<file path="src/rtl/bcd_seg_scan4.sv">
// Four-digit multiplexed seven-segment scanner for a common-anode display.
// Digits are captured into a pending bank on load and promoted to the
// display bank only at a frame boundary, so a refresh never mixes data.
module bcd_seg_scan4 #(
    parameter int PRESCALE = 2500,
    parameter int GUARD    = 2,
    parameter int BLANK_LZ = 1
) (
    input  logic       clk,
    input  logic       rst,
    input  logic [3:0] A,
    input  logic [3:0] B,
    input  logic [3:0] C,
    input  logic [3:0] D,
    input  logic [3:0] dp_sel,
    input  logic       load,
    output logic       busy,
    output logic       frame_done,
    output logic [3:0] an,
    output logic [6:0] seg,
    output logic       dp
);

    localparam int CW = (PRESCALE > 1) ? $clog2(PRESCALE) : 1;

    logic [CW-1:0] cnt;
    logic [1:0]    slot;
    logic [3:0]    pa, pb, pc, pd, pdp;
    logic [3:0]    ra, rb, rc, rd, rdp;

    logic       cnt_last;
    logic       boundary;
    logic       guard;
    logic       blank;
    logic [3:0] digit;
    logic [3:0] an_nxt;
    logic [6:0] seg_nxt;
    logic       dp_nxt;

    assign cnt_last = (cnt == CW'(PRESCALE - 1));
    assign boundary = cnt_last && (slot == 2'd3);
    assign guard    = (int'(cnt) < GUARD);

    // Slot timebase: prescaler wraps once per slot, slot walks A,B,C,D.
    always_ff @(posedge clk or negedge rst) begin
        if (!rst) begin
            cnt  <= '0;
            slot <= 2'd0;
        end else if (cnt_last) begin
            cnt  <= '0;
            slot <= slot + 2'd1;
        end else begin
            cnt  <= cnt + 1'b1;
        end
    end

    // Pending/display banks; a load on the boundary edge bypasses pending.
    always_ff @(posedge clk or negedge rst) begin
        if (!rst) begin
            {pa, pb, pc, pd, pdp} <= '0;
            {ra, rb, rc, rd, rdp} <= '0;
            busy                  <= 1'b0;
            frame_done            <= 1'b0;
        end else begin
            frame_done <= boundary;
            if (boundary) begin
                busy <= 1'b0;
                if (load) begin
                    {ra, rb, rc, rd, rdp} <= {A, B, C, D, dp_sel};
                    {pa, pb, pc, pd, pdp} <= {A, B, C, D, dp_sel};
                end else if (busy) begin
                    {ra, rb, rc, rd, rdp} <= {pa, pb, pc, pd, pdp};
                end
            end else if (load) begin
                {pa, pb, pc, pd, pdp} <= {A, B, C, D, dp_sel};
                busy                  <= 1'b1;
            end
        end
    end

    // Current digit select, leading-zero blanking and segment decode.
    always_comb begin
        digit = rd;
        blank = 1'b0;
        case (slot)
            2'd0: begin digit = ra; blank = (ra == 4'd0); end
            2'd1: begin digit = rb; blank = (ra == 4'd0) && (rb == 4'd0); end
            2'd2: begin digit = rc; blank = (ra == 4'd0) && (rb == 4'd0) && (rc == 4'd0); end
            default: begin digit = rd; blank = 1'b0; end
        endcase
        if (BLANK_LZ == 0) blank = 1'b0;

        case (digit)
            4'd0:    seg_nxt = 7'b1000000;
            4'd1:    seg_nxt = 7'b1111001;
            4'd2:    seg_nxt = 7'b0100100;
            4'd3:    seg_nxt = 7'b0110000;
            4'd4:    seg_nxt = 7'b0011001;
            4'd5:    seg_nxt = 7'b0010010;
            4'd6:    seg_nxt = 7'b0000010;
            4'd7:    seg_nxt = 7'b1111000;
            4'd8:    seg_nxt = 7'b0000000;
            4'd9:    seg_nxt = 7'b0010000;
            default: seg_nxt = 7'b0111111;
        endcase
        if (blank) seg_nxt = 7'b1111111;

        an_nxt = guard ? 4'b1111 : ~(4'b1000 >> slot);
        // ~slot maps slot 0 (A) to dp bit 3.
        dp_nxt = guard ? 1'b1 : ~rdp[~slot];
    end

    // Registered pin drive, one cycle behind the timebase.
    always_ff @(posedge clk or negedge rst) begin
        if (!rst) begin
            an  <= 4'b1111;
            seg <= 7'b1111111;
            dp  <= 1'b1;
        end else begin
            an  <= an_nxt;
            seg <= seg_nxt;
            dp  <= dp_nxt;
        end
    end

endmodule

</file>
<file path="config.mk">
export PLATFORM = sky130hd
export DESIGN_NAME = bcd_seg_scan4
export DESIGN_NICKNAME = d
export VERILOG_FILES = /design/src/rtl/bcd_seg_scan4.sv
export SDC_FILE = /design/constraint.sdc
export NUM_CORES = 1
export LEC_CHECK = 0
export ABC_AREA = 1
export CORE_MARGIN = 2
export CORE_UTILIZATION = 29
export CTS_CLUSTER_SIZE = 20
export DETAILED_ROUTE_END_ITERATION = 16
export MAX_ROUTING_LAYER = met4
export SLEW_MARGIN = 20
export SYNTH_ARGS = -nofsm -noshare
export SYNTH_HDL_FRONTEND = slang
export SYNTH_SLANG_ARGS = --single-unit
export TNS_END_PERCENT = 100
</file>
<file path="constraint.sdc">
create_clock -name clk -period 2.12 [get_ports clk]
set_clock_uncertainty 0.15 [all_clocks]
set_input_delay 0.424 -clock clk [delete_from_list [all_inputs] [get_ports clk]]
set_output_delay 0.424 -clock clk [all_outputs]
set_load 0.01 [all_outputs]
</file>
==> results.cfg <==
[status]
status = complete, no violations

[floorplan]
rows = 38
die_h_um = 108.8
die_width_um = 108.8
ios = 37
core_um2 = 10790
dieArea_um2 = 11830
initial_utilization_pct = 29.50

[layout]
fillers = 1104
top_register = cnt
syn2layout_area_growth_pct = 25.07
fin_cells = 583
layout_common_cells = nand2_1, dfrtp_1, clkdlybuf4s50_1
final_util_pct = 36.90
diodes = 0
final_nets = 470
largest_reg_flops = 12
final_common_cell = nand2_1
layout-drive-gt1-share_pct = 14.45
top_regs = cnt x12, seg x7
final_area_um2 = 3983

[power_and_ir_drop]
seqPwrFrac_pct = 52.8
ir_drop_mv = 0.3357
leakagePower_nw = 2.000
internal-power_mw = 1.961
p_sw_mw = 0.5772
p_sw_share_pct = 22.74
p_comb_share_pct = 5.1
p_clk_share_pct = 42.1
power_density_nw_per_um2 = 637.3

[yosys]
synth.avg_cell_area_um2 = 8.228
yosysSeqAreaShare_pct = 53.91
synthTopCellsByArea = dfrtp_1, nand2_1, dfstp_2, nand3_1, ha_1
synth_top_cell_by_area = dfrtp_1
synth_area_um2 = 3184
yosys_warnings = 0
synth_top_area_share_pct = 44.01
synth.distinct_cells = 29
synthCells = 387
syn_nets = 419
synth_seq_cells = 68

[drt]
drtPass1Iterations = 4
routed_via_density = 4.379
drtIter0Drc = 72
routed_wirelength_um = 6759
num_vias = 2553
drtAntennaViolNets = 0
drc = 0
routedWlPerCell_um = 11.59

[timing]
setup_viol = 0
final.setup.tns_ns = 0
hold_viol = 0
tightest_slew_ns = 0.6458
period_needed_ns = 2.004
min_period_over_period_pct = 94.54
slew_headroom_pct = 56.90
finalMaxSlewViolations = 0
rsz0062_at_grt = false
max_freq_mhz = 499.0

[worst_setup_path]
endpoint = seg[5]$_DFF_PN1_
path_class = reg -> reg
crit_path_start = slot[0]$_DFFE_PN0N_
rr_startpoint = slot[0]$_DFFE_PN0N_
reg2reg_to = seg[5]$_DFF_PN1_
cp-end-kind = flop
crit_fanout = 8
crit_required_ns = 2.26
regToRegSetupSlack_ns = 0.12
cp.arrival_ns = 2.14
worstSetupStartpointType = flop
r2r_cells = 10

[worst_hold_path]
min_path_type = reg -> reg

[placement]
io_buffers = 36
post-dp-hpwl_um = 4859
place_inst = 564
place_congestion = 0.8542
placed_cell_area_um2 = 3741

[global_routing]
grt_max_degree = 69
grt_overflow_total = 0
grt_antenna_before_repair = 0
grt.total_usage_pct = 13.29
grt_pass1_vias = 2583
grt_pass1_wl_um = 11630

[clocking]
clkTransAtPathRegs_ns = 0.08
clock_latency_ns = 0.35
root_buffer = clkbuf_8
cts_tree = yes
cts_buffers = 9
cts_max_level = 3
cts_buffer_depth = 2
cts_sinks = 68

[flow_run]
drv_cap = 0
==> how the worst min path moves through the flow <==
stage	endpoint	slack, ns	cells after the start	from
after floorplan	busy$_DFFE_PN0P_	-0.02	0	rst
after global placement	pc[2]$_DFFE_PN0P_	0.30	2	pc[2]$_DFFE_PN0P_
after detailed placement	rdp[2]$_DFFE_PN0P_	0.30	2	rdp[2]$_DFFE_PN0P_
after CTS	rdp[2]$_DFFE_PN0P_	0.32	2	rdp[2]$_DFFE_PN0P_
after global routing	pd[0]$_DFFE_PN0P_	0.35	2	pd[0]$_DFFE_PN0P_
final	rdp[2]$_DFFE_PN0P_	0.32	2	rdp[2]$_DFFE_PN0P_
==> cells in the mapped netlist, drive strengths merged <==
master    n
a21oi     5
clkbuf    5
dfstp    12
nand3    35
nor2     31
o22ai     1
dfrtp    56
nand2   167
xor2      2
buf       5
or2       3
ha        9
o21ai    10
nor3      8
o21bai    2
and2      1
inv      33
nor4      1
a31oi     1
==> logic make-up after synthesis <==
| family | Yosys count | synth area share (%) |
|---|---|---|
| AND/OR/NAND/NOR | 246 | 32.73 |
| AO/OA/AOI/OAI | 19 | 3.222 |
| buffers and inverters | 43 | 6.051 |
| XOR/XNOR | 2 | 0.5502 |
| adder cells (fa/ha/maj) | 9 | 3.536 |
| flip-flops | 68 | 53.91 |
==> power by group through the flow <==
stage | sequential [mW] | clock [mW] | combinational [mW]
global route | 1.34 | 1.16 | 0.150
CTS | 1.34 | 1.11 | 0.135
detailed placement | 1.36 | 0 | 0.133
global placement | 1.36 | 0 | 0.130
finish | 1.34 | 1.07 | 0.130
floorplan | 1.36 | 0 | 0.0455
==> layer usage <==
metal	wire, µm	share of wire, %	vias to the layer above	GRT usage [%]
met5	0	0	-	-
li1	-	-	1306	-
met1	3021	45	1196	15.30
met2	3360	50	37	21.65
met3	274	4.1	14	4.543
met4	102	1.5	0	4.670
==> metrics by stage <==
step	hold WS (ns)	total power, mW	setup WS (ns)
floorplan	-0.02159	1.407	0.1700
global placement	0.2994	1.494	0.08382
detailed placement	0.3038	1.498	0.03440
CTS	0.3221	2.581	0.07715
global route	0.3524	2.657	0.007497
finish	0.3155	2.538	0.1158
==> critical path, cell delays in order, from the launching register on <==
cell,delay (ns)
dfrtp_2,0.46
ha_1,0.24
inv_2,0.12
nand2_1,0.06
nor2_1,0.12
nor2_2,0.07
buf_4,0.13
ha_1,0.16
or2_2,0.29
nand3_1,0.08
nand2_1,0.05
==> layout make-up <==
type / instances / area (µm²) / area share [%]
Clock buffer: 10 / 137.6 / 3.456
Clock inverter: 6 / 63.81 / 1.602
Inverter: 33 / 123.9 / 3.110
Multi-Input combinational cell: 276 / 1287 / 32.33
Sequential cell: 68 / 1719 / 43.17
Tap cell: 140 / 175.2 / 4.398
Timing Repair Buffer: 50 / 475.5 / 11.94
==> timing repair <==
action,CTS,global route
gates resized for setup,1,8
hold buffers,1,0
pin swaps,0,1
hold endpoints to repair,56,0
buffers inserted,0,2
endpoints found under the setup margin,1,5
(Power assumes the default switching activity.)
